<file path="src/rtl/mod_vga_timing_encoder.sv">
// Purpose : VGA raster timing generator; issues pixel coordinates upstream and realigns returned colour with sync/DE.
// Latency : PIPE_LAT+1 enabled pixel cycles from out_vga_next_x/y to the matching pixel on out_vga_*.
// Backpr. : none; the raster free-runs on in_pix_ce, and the upstream source must answer in exactly PIPE_LAT enabled cycles.
//
// Ports:
//   in_clk, in_rst_n          pixel clock, asynchronous active-low reset
//   in_pix_ce                 pixel clock enable; every piece of state advances only while high
//   in_vga_r/g/b              colour for the coordinate issued PIPE_LAT enabled cycles earlier
//   in_test_pattern           selects internal colour bars (only when VGA_TEST_PATTERN_EN is defined)
//   out_vga_r/g/b             registered colour, forced to 0 outside the active area
//   out_vga_hsync/vsync/de    sync and data-enable aligned with out_vga_r/g/b
//   out_vga_next_x/y          coordinate currently requested from upstream
//   out_vga_next_active       requested coordinate lies inside the visible area
//   out_line_start            one-cycle pulse on an enabled cycle at x==0
//   out_frame_start           one-cycle pulse on an enabled cycle at (0,0)
//
// Optional feature: define VGA_TEST_PATTERN_EN to build in 8 vertical colour bars.
// When it is not defined, in_test_pattern is ignored.
// Legal PIPE_LAT range is 0..7.

module mod_vga_timing_encoder #(
    parameter int H_ACTIVE  = 640,
    parameter int H_FP      = 16,
    parameter int H_SYNC    = 96,
    parameter int H_BP      = 48,
    parameter int V_ACTIVE  = 480,
    parameter int V_FP      = 10,
    parameter int V_SYNC    = 2,
    parameter int V_BP      = 33,
    parameter bit HSYNC_POL = 1'b0,
    parameter bit VSYNC_POL = 1'b0,
    parameter int COLOR_W   = 8,
    parameter int PIPE_LAT  = 1
) (
    input  logic               in_clk,
    input  logic               in_rst_n,
    input  logic               in_pix_ce,
    input  logic [COLOR_W-1:0] in_vga_r,
    input  logic [COLOR_W-1:0] in_vga_g,
    input  logic [COLOR_W-1:0] in_vga_b,
    input  logic               in_test_pattern,
    output logic [COLOR_W-1:0] out_vga_r,
    output logic [COLOR_W-1:0] out_vga_g,
    output logic [COLOR_W-1:0] out_vga_b,
    output logic               out_vga_hsync,
    output logic               out_vga_vsync,
    output logic               out_vga_de,
    output logic [11:0]        out_vga_next_x,
    output logic [11:0]        out_vga_next_y,
    output logic               out_vga_next_active,
    output logic               out_frame_start,
    output logic               out_line_start
);

    localparam int H_TOTAL = H_ACTIVE + H_FP + H_SYNC + H_BP;
    localparam int V_TOTAL = V_ACTIVE + V_FP + V_SYNC + V_BP;

    localparam logic [11:0] H_ACT_C  = 12'(H_ACTIVE);
    localparam logic [11:0] H_LAST_C = 12'(H_TOTAL - 1);
    localparam logic [11:0] H_SYN_LO = 12'(H_ACTIVE + H_FP);
    localparam logic [11:0] H_SYN_HI = 12'(H_ACTIVE + H_FP + H_SYNC - 1);
    localparam logic [11:0] V_ACT_C  = 12'(V_ACTIVE);
    localparam logic [11:0] V_LAST_C = 12'(V_TOTAL - 1);
    localparam logic [11:0] V_SYN_LO = 12'(V_ACTIVE + V_FP);
    localparam logic [11:0] V_SYN_HI = 12'(V_ACTIVE + V_FP + V_SYNC - 1);

    logic [11:0] h_cnt;
    logic [11:0] v_cnt;
    logic        active_cur;
    logic        hsync_cur;
    logic        vsync_cur;
    logic        act_gate;

    // Stage i holds the value for the coordinate issued i+1 enabled cycles ago.
    logic [PIPE_LAT:0] hs_sr;
    logic [PIPE_LAT:0] vs_sr;
    logic [PIPE_LAT:0] act_sr;

    logic [COLOR_W-1:0] src_r;
    logic [COLOR_W-1:0] src_g;
    logic [COLOR_W-1:0] src_b;

    // Raster counters
    always_ff @(posedge in_clk or negedge in_rst_n) begin
        if (!in_rst_n) begin
            h_cnt <= 12'd0;
            v_cnt <= 12'd0;
        end else if (in_pix_ce) begin
            if (h_cnt == H_LAST_C) begin
                h_cnt <= 12'd0;
                v_cnt <= (v_cnt == V_LAST_C) ? 12'd0 : v_cnt + 12'd1;
            end else begin
                h_cnt <= h_cnt + 12'd1;
            end
        end
    end

    always_comb begin
        active_cur = (h_cnt < H_ACT_C) && (v_cnt < V_ACT_C);
        hsync_cur  = ((h_cnt >= H_SYN_LO) && (h_cnt <= H_SYN_HI)) ? HSYNC_POL : ~HSYNC_POL;
        vsync_cur  = ((v_cnt >= V_SYN_LO) && (v_cnt <= V_SYN_HI)) ? VSYNC_POL : ~VSYNC_POL;
    end

    // The counters sit at (0,0) during reset, which would otherwise look like
    // an active, line-starting coordinate; reset masks these combinational outputs.
    assign out_vga_next_x      = h_cnt;
    assign out_vga_next_y      = v_cnt;
    assign out_vga_next_active = in_rst_n & active_cur;
    assign out_line_start      = in_rst_n & in_pix_ce & (h_cnt == 12'd0);
    assign out_frame_start     = out_line_start & (v_cnt == 12'd0);

    // Sync/active delay line
    always_ff @(posedge in_clk or negedge in_rst_n) begin
        if (!in_rst_n) begin
            hs_sr  <= {(PIPE_LAT+1){~HSYNC_POL}};
            vs_sr  <= {(PIPE_LAT+1){~VSYNC_POL}};
            act_sr <= '0;
        end else if (in_pix_ce) begin
            hs_sr[0]  <= hsync_cur;
            vs_sr[0]  <= vsync_cur;
            act_sr[0] <= active_cur;
            for (int i = 1; i <= PIPE_LAT; i++) begin
                hs_sr[i]  <= hs_sr[i-1];
                vs_sr[i]  <= vs_sr[i-1];
                act_sr[i] <= act_sr[i-1];
            end
        end
    end

    // Colour arriving now belongs to the coordinate issued PIPE_LAT cycles ago,
    // i.e. one stage short of the output end of the delay line.
    generate
        if (PIPE_LAT == 0) begin : g_gate_lat0
            assign act_gate = active_cur;
        end else begin : g_gate_latn
            assign act_gate = act_sr[PIPE_LAT-1];
        end
    endgenerate

`ifdef VGA_TEST_PATTERN_EN
    localparam int BAR_W = H_ACTIVE / 8;

    logic [2:0] bar_cur;
    logic [2:0] bar_gate;

    // Bar index = number of bar boundaries at or left of the current x.
    always_comb begin
        bar_cur = 3'd0;
        for (int i = 1; i < 8; i++) begin
            if (h_cnt >= 12'(i * BAR_W)) begin
                bar_cur = 3'(i);
            end
        end
    end

    // Delay the bar index like the upstream source delays its colour, so the
    // pattern and the external path share the same latency.
    generate
        if (PIPE_LAT == 0) begin : g_bar_lat0
            assign bar_gate = bar_cur;
        end else begin : g_bar_latn
            logic [PIPE_LAT-1:0][2:0] bar_sr;
            always_ff @(posedge in_clk or negedge in_rst_n) begin
                if (!in_rst_n) begin
                    bar_sr <= '0;
                end else if (in_pix_ce) begin
                    bar_sr[0] <= bar_cur;
                    for (int i = 1; i < PIPE_LAT; i++) begin
                        bar_sr[i] <= bar_sr[i-1];
                    end
                end
            end
            assign bar_gate = bar_sr[PIPE_LAT-1];
        end
    endgenerate

    // Bar order white, yellow, cyan, green, magenta, red, blue, black:
    // red is on when bit1 is clear, green when bit2 is clear, blue when bit0 is clear.
    always_comb begin
        if (in_test_pattern) begin
            src_r = {COLOR_W{~bar_gate[1]}};
            src_g = {COLOR_W{~bar_gate[2]}};
            src_b = {COLOR_W{~bar_gate[0]}};
        end else begin
            src_r = in_vga_r;
            src_g = in_vga_g;
            src_b = in_vga_b;
        end
    end
`else
    logic unused_test_pattern;
    assign unused_test_pattern = in_test_pattern;

    always_comb begin
        src_r = in_vga_r;
        src_g = in_vga_g;
        src_b = in_vga_b;
    end
`endif

    // Output colour register; blanking forces black
    always_ff @(posedge in_clk or negedge in_rst_n) begin
        if (!in_rst_n) begin
            out_vga_r <= '0;
            out_vga_g <= '0;
            out_vga_b <= '0;
        end else if (in_pix_ce) begin
            out_vga_r <= act_gate ? src_r : '0;
            out_vga_g <= act_gate ? src_g : '0;
            out_vga_b <= act_gate ? src_b : '0;
        end
    end

    assign out_vga_hsync = hs_sr[PIPE_LAT];
    assign out_vga_vsync = vs_sr[PIPE_LAT];
    assign out_vga_de    = act_sr[PIPE_LAT];

endmodule

</file>
<file path="config.mk">
export PLATFORM = sky130hd
export DESIGN_NAME = mod_vga_timing_encoder
export DESIGN_NICKNAME = d
export VERILOG_FILES = /design/src/rtl/mod_vga_timing_encoder.sv
export SDC_FILE = /design/constraint.sdc
export NUM_CORES = 1
export LEC_CHECK = 0
export CAP_MARGIN = 5
export CORE_MARGIN = 3
export CORE_UTILIZATION = 50
export CTS_CLUSTER_DIAMETER = 50
export DETAILED_ROUTE_END_ITERATION = 8
export GPL_TIMING_DRIVEN = 0
export HOLD_SLACK_MARGIN = 0.08
export PLACE_DENSITY_LB_ADDON = 0.25
export REMOVE_ABC_BUFFERS = 1
export SLEW_MARGIN = 20
export SYNTH_ARGS = -nofsm -noshare
export SYNTH_HDL_FRONTEND = slang
export SYNTH_SLANG_ARGS = --single-unit
</file>
<file path="constraint.sdc">
create_clock -name in_clk -period 3.97 [get_ports in_clk]
set_input_delay 1.191 -clock in_clk [delete_from_list [all_inputs] [get_ports in_clk]]
set_output_delay 1.191 -clock in_clk [all_outputs]
set_load 0.05 [all_outputs]
</file>
After elaboration in Yosys (flattened, before gate mapping)
Cells that the tools add are included.
- register bits after elaboration: 54
- bits of input ports: 28
- output and inout bits: 54
- add/subtract/negate cells: 2
- order comparisons: 6
- equal/unequal tests: 2
- multiplexer cells: 7
- bitwise logic cells: 4
- reductions and logical operators: 6
- operators by type and width (cell ; number):
    $add A12 B1 Y12 const B ; 2
    $eq A12 B10 Y1 const B ; 2
    $logic_not A12 Y1 ; 2
    $mux W12 ; 2
    $mux W8 ; 3
    $ge A12 B10 Y1 const B ; 1
    $ge A12 B9 Y1 const B ; 1
    $le A12 B10 Y1 const B ; 1
    $le A12 B9 Y1 const B ; 1
    $lt A12 B10 Y1 const B ; 1
    $lt A12 B9 Y1 const B ; 1
    $and A1 B1 Y1 ; 4
    $logic_and A1 B1 Y1 ; 3
    $mux W1 ; 2
    $reduce_and A2 Y1 ; 1

Longest topological paths before layout
Gate-level depths: netlist of the first run.
- depth in word-level cells: 3
- depth in mapped cells: 7

Least setup slack after synthesis of the first run
Ideal clock, no wire load.
- kind: input to output
- from: in in_pix_ce
- to: out out_frame_start
- arrival: 3.495 ns
- slack: -0.716 ns
- stages: 5
- path through: buf_4 > nor4b_1 > nand2_1 > nor4b_2 > nor3b_2
- longest elaborated chain between the ends: 3
- RTL lines (item ; line ; text):
    start, declared ; 37 ; input logic in_pix_ce,
    $and A1 B1 Y1 (2 in a row) ; 109 ; assign out_line_start = in_rst_n & in_pix_ce & (h_cnt == 12'd0);
    via out_line_start ; 52 ; output logic out_line_start
    $and A1 B1 Y1 ; 110 ; assign out_frame_start = out_line_start & (v_cnt == 12'd0);
    end, declared ; 51 ; output logic out_frame_start,
The timed path passes the listed nets, and every way through them passes these cells.

Worst setup path in the final report of the first run
- from: in in_rst_n
- to: out out_frame_start
- longest elaborated chain between the ends: 3
- RTL lines (item ; line ; text):
    start, declared ; 36 ; input logic in_rst_n,
    $and A1 B1 Y1 (2 in a row) ; 109 ;
    $and A1 B1 Y1 ; 110 ;
No other way between the ends.

==> results of run 1 <==
[registers in the layout (all words and copies together), names as in the netlist]
register	count
out_vga_next_x	12
out_vga_next_y	12
out_vga_b	8
out_vga_g	8
out_vga_r	8
act_sr	2
hs_sr	2
vs_sr	2
[final cells by class]
class                      instances  area [sq um]  share of cell area
clock buffer                       7          86.3              0.0238
multi-input combinational        172          1110               0.307
tap                               67          83.8              0.0231
sequential                        54          1360               0.374
timing repair buffer              82           860               0.237
inverter                          32           120              0.0331
clock inverter                     1          5.00             0.00138
[worst register-to-register path, stage by stage (launching register included)]
cell     delay, ns
dfrtp_1       0.45
inv_1         0.10
ha_1          0.15
nor4b_2       0.31
nand4_1       0.52
nand4_1       0.32
mux2i_1       0.10
[logic make-up after synthesis]
| logic type | share of synthesized area |
|---|---|
| simple gates | 0.221 |
| flops | 0.509 |
| buf+inv | 0.0765 |
| compound gates | 0.0995 |
| mux | 0.0432 |
| xor+xnor | 0.0328 |
| fa+ha+maj | 0.0188 |
[where the power goes]
part	switching (uW)	internal (uW)
Clock	169	141
Sequential	74.3	602
Combinational	298	175
[routing by layer]
metal | track usage | vias to the layer above | part of all wire
met5 | 0 | - | 0
met4 | 0.0515 | 0 | 0.0069
met3 | 0.0522 | 4 | 0.075
met2 | 0.330 | 95 | 0.47
met1 | 0.295 | 1095 | 0.45
li1 | - | 1101 | -
[synthesized netlist by cell type (all sizes together)]
master / number
a22o: 2
a21bo: 1
o211ai: 2
inv: 32
nand3: 36
and2: 3
nor3b: 1
xor2: 4
nand4: 8
dfrtp: 50
nor4: 1
nor4b: 4
a32o: 1
a21oi: 5
ha: 4
a41oi: 1
and3: 4
xnor2: 6
or3: 3
nor3: 8
buf: 7
o32a: 1
nor2b: 1
nand2: 15
and4: 5
nor2: 10
clkbuf: 10
a31oi: 1
o21ai: 31
or4b: 1
dfstp: 4
a21o: 1
and4bb: 1
mux2i: 7
mux2: 4
[stage by stage]
step	setup WS (ns)	power [uW]
6_report	0.140	1460
2_1_floorplan	-0.677	967
3_3_place_gp	-2.63	1150
4_1_cts	0.0170	1470
3_5_place_dp	-0.905	1160
5_1_grt	0.0336	1540
[worst max path at each step]
stage,endpoint,cells past startpoint,slack (ns),from
floorplan,out_frame_start,3,-0.68,in_rst_n
global placement,out_frame_start,5,-2.63,in_rst_n
detailed placement,out_frame_start,5,-0.91,in_rst_n
CTS,out_frame_start,5,0.02,in_rst_n
global route,out_frame_start,5,0.03,in_rst_n
finish,out_frame_start,5,0.14,in_rst_n
[repair_timing]
action	4_1_cts	5_1_grt
pin swaps	0	0
setup buffers	0	0
resized for setup	14	2
endpoints found under the setup margin	3	2
gates cloned	0	1
==> impl_metrics.toml, run 1 <==
[finish]
layout.cells.most_common_list = "clkdlybuf4s50_1, dfrtp_1, nand3_1"
final_design_area_no_fill_sq_um = 3620
final_core_utilization = 0.733
ratio_of_cells_with_drive_above_1_in_the_final_layout = 0.0920
final_net_count = 379
filler_cell_count = 370
inserted_diodes = 0
finalNonFillerCells = 415
synthToLayoutAreaGrowth_pct = 35.9
final_common_cell = "clkdlybuf4s50_1"

[clock_tree]
htree_levels = 2
cts_tree = "built"
clk_latency_ns = 0.30
clock_tree.root_cell = "clkbuf_8"
max-clock-path-buffers = 2
post_cts_hold_fix_bufs = 0
clock_sink_count = 54
cts_made_buffers = 5
clk_pin_slew_worst_paths_ns = 0.09

[timing]
min_period_ns = 3.83
final.setup_skew_ns = 0.00329
worst_slew_pin_slew_ns = 0.833
hold_violations_final = 0
fin_crit_sh = 0.965
setup_viol_count_final = 0
slew_headroom = 0.444
tns_ns = 0
maxSlewViolCount = 0
hold_slack_ns = 0.501
rsz0062_at_grt = "false"
fmax_mhz = 261

[run_status]
outcome = "finished clean"

[yosys]
synth_sequential_area_ratio = 0.509
synth.area.top_cells = "dfrtp_1, nand3_1, o21ai_0"
post_synth.cell_area_avg_sq_um = 9.70
yosys.area.top_type_share = 0.469
synth_cells = 275
yosys_warnings = 0
post_synth_design_cell_area_sq_um = 2670
ys_ff_latch = 54
netlist-cell-type-count = 43
post-synth-top-area-cell = "dfrtp_1"

[pwr]
peak_supply_drop_mv = 0.420
p_leak_uw = 0.00158
power.density_nw_per_um2 = 403

[global_routing]
first_global_vias = 2206
grt_remaining_overflow = 0
wire_length_of_the_first_global_routing_pass_mm = 10.6
grt_start_max_net_pins = 57
grt_antenna_before_repair = 0
grt.total_usage = 0.211

[setup_path]
critPathRequiredTime_ns = 2.78
critPathMaxFanout = 28
timing.critical_path.to_type = "primary output"
regToRegEndpoint = "out_vga_next_y[6]"
crit_slowest_cell = "or4b_1"
cp_cell_sequence = "buf_16, or4b_1, nor4b_2, nor3b_2, buf_4"
worst_ep_arrival_time_ns = 2.64
timing.setup.critical_path_class = "in -> out"
path_buf_inv = 2
startpoint_type = "primary input"
cpLargestDelayFamily = "simple AND/OR/NAND/NOR gates"
r2r_slack_ns = 1.91
r2r_cells = 6
max_stage_delay_ns = 0.47
r2r_start = "out_vga_next_y[1]"

[die]
fp.dieH_microns = 79.0
dieArea_sq_um = 6240
io-pin-count = 82
placement_rows = 25
chipWidth_microns = 79.0
core_region_area_sq_um = 4940
initial_utilization = 0.539

[place]
finalWeightedCongestion = 0.813
dp.cells = 406
port_buffers = 80
place_hpwl_mm = 4.33
place_area_sq_um = 3480

[hold_path]
hp-start = "vs_sr[0]"
worstHoldPathCells = 2
worst_hold_path_type = "reg -> reg"
min_to = "vs_sr[0]"

[route]
drt_wl_total_mm = 6.34
vias_per_cell = 5.53
antenna_violating_nets_post_route = 0
vias = 2295
drt-initial-drc-count = 113
remaining_drc_errors = 0
1st_pass_router_iterations = 5
wire_per_inst_microns = 15.3

[job]
drv.max_cap_violation_count = 0
Power figures use the tool's default switching activity.
==> run 2, diff against run 1 <==
Settings changed: CORE_UTILIZATION 50 to 42, HOLD_SLACK_MARGIN 0.08 to 0.06.
Clock period 3.97 ns to 3.35 ns, I/O delays scaled along.
==> run 2 against run 1 <==
  * Hold slack worse by 0.014 ns
  * Routed wire length grew 1.1%
  * Critical path depth is the same
  * Clock power grew 72%
  * Final area is 3.7% higher
==> impl_metrics.toml, run 2 (synthesized netlist as in run 1, its figures left out) <==
[setup_path]
startpoint_type = "primary input"
timing.setup.critical_path_class = "in -> out"
critPathRequiredTime_ns = 2.34
timing.critical_path.to_type = "primary output"
worst_ep_arrival_time_ns = 2.32
critPathMaxFanout = 14

[timing]
final_critical_path_setup_slack_ns = 0.0226
min_period_ns = 3.33
worst_slew_pin_slew_ns = 0.789
hold_slack_ns = 0.487
fmax_mhz = 301
rsz0062_at_grt = "true"
hold_violations_final = 0
fin_crit_sh = 0.993
setup_viol_count_final = 0
slew_headroom = 0.474
maxSlewViolCount = 0
final.setup_skew_ns = 0.00461

[global_routing]
first_global_vias = 2247
grt_start_max_net_pins = 50
grt_remaining_overflow = 0
wire_length_of_the_first_global_routing_pass_mm = 10.8
grt_antenna_before_repair = 0
grt.total_usage = 0.180

[finish]
inserted_diodes = 0
ratio_of_cells_with_drive_above_1_in_the_final_layout = 0.103
synthToLayoutAreaGrowth_pct = 41.0
final_design_area_no_fill_sq_um = 3760
multi_input_comb_area_sq_um = 1140
final_net_count = 380
final-seq-area_sq_um = 1360
final_common_cell = "clkdlybuf4s50_1"
filler_cell_count = 527
layout.cells.most_common_list = "clkdlybuf4s50_1, dfrtp_1, nand3_1"

[route]
remaining_drc_errors = 0
drt_wl_total_mm = 6.41
wire_per_inst_microns = 15.1
antenna_violating_nets_post_route = 0
1st_pass_router_iterations = 6
vias_per_cell = 5.27
drt-initial-drc-count = 63
vias = 2236

[clock_tree]
cts_tree = "built"
clk_pin_slew_worst_paths_ns = 0.09
clock_sink_count = 54
clock_tree.root_cell = "clkbuf_8"
max-clock-path-buffers = 2
post_cts_hold_fix_bufs = 0
htree_levels = 2
cts_made_buffers = 5
clk_latency_ns = 0.30

[place]
place_hpwl_mm = 4.18
port_buffers = 80
place_area_sq_um = 3490
post-place-ws_ns = -1.20
finalWeightedCongestion = 0.810

[die]
io-pin-count = 82
initial_utilization = 0.442
chipWidth_microns = 85.7
placement_rows = 28
dieArea_sq_um = 7340
fp.dieH_microns = 85.7
core_region_area_sq_um = 6030

[pwr]
p_leak_uw = 0.00165
power.density_nw_per_um2 = 509
peak_supply_drop_mv = 0.354

[job]
drv.max_cap_violation_count = 0

[run_status]
outcome = "finished clean"

[hold_path]
worst_hold_path_type = "in -> async"
## run 2: cell types whose count changed in the layout (fill, tap and decap cells not counted), sizes merged
cell           before  now
bufinv              0    2
buf                 3    4
clkinv              1    0
clkdlybuf4s50      76   75
clkbuf              9    6
bufbuf              0    2
dlymetal6s2s        0    1
## run 2: path summary, 6_finish.rpt
path	cells after the start	from	end	slack, ns
max	5	in_rst_n	out_frame_start	0.02
min	1	in_rst_n	out_vga_next_x[9]	0.49
max reg2reg	5	out_vga_next_x[0]	out_vga_next_x[9]	1.35
min reg2reg	2	vs_sr[0]	vs_sr[0]	0.50
max in group asynchronous	1	in_rst_n	out_vga_b[4]	2.55
min in group in_clk	2	vs_sr[0]	vs_sr[0]	0.50
## run 2: layer usage
layer | routed length (microns) | global-route usage | up-vias
met2 | 2950 | 0.280 | 68
li1 | - | - | 1100
met1 | 2990 | 0.253 | 1060
met4 | 66 | 0.0460 | 0
met5 | 0 | 0 | -
met3 | 409 | 0.0423 | 8
## run 2: worst max-delay path, stage by stage
cell	delay [ns]
buf_16	0.12
or4b_4	0.48
nor4b_4	0.26
nor3b_2	0.25
buf_6	0.19
## run 2: what timing repair did
action,in CTS,in global routing
endpoints found under the setup margin,3,3
gates resized for setup,19,4
cloned,2,0
buffers inserted,0,0
pin swaps,1,0
## run 2: final cells by class
class | instances | share of cell area
Timing Repair Buffer | 83 | 0.242
Inverter | 32 | 0.0320
Tap cell | 75 | 0.0250
Multi-Input combinational cell | 172 | 0.302
Clock inverter | 2 | 0.0160
Clock buffer | 6 | 0.0220
Sequential cell | 54 | 0.361
## run 2: power breakdown
group,total [uW],switching (uW),internal [uW]
Clock,532,214,319
Sequential,805,91.7,714
Combinational,575,354,221
Total,1910,659,1250
## run 2: through the flow
| stage | instances | util | TNS, ns | total power, uW |
|---|---|---|---|---|
| global route | 424 | 0.624 | -0.00749 | 2010 |
| finish | 424 | 0.624 | 0 | 1910 |
| CTS | 424 | 0.621 | 0 | 1940 |
| global placement | 413 | 0.577 | -46.29 | 1360 |
| floorplan | 258 | - | -1.02 | 1150 |
| detailed placement | 414 | 0.579 | -2.54 | 1370 |
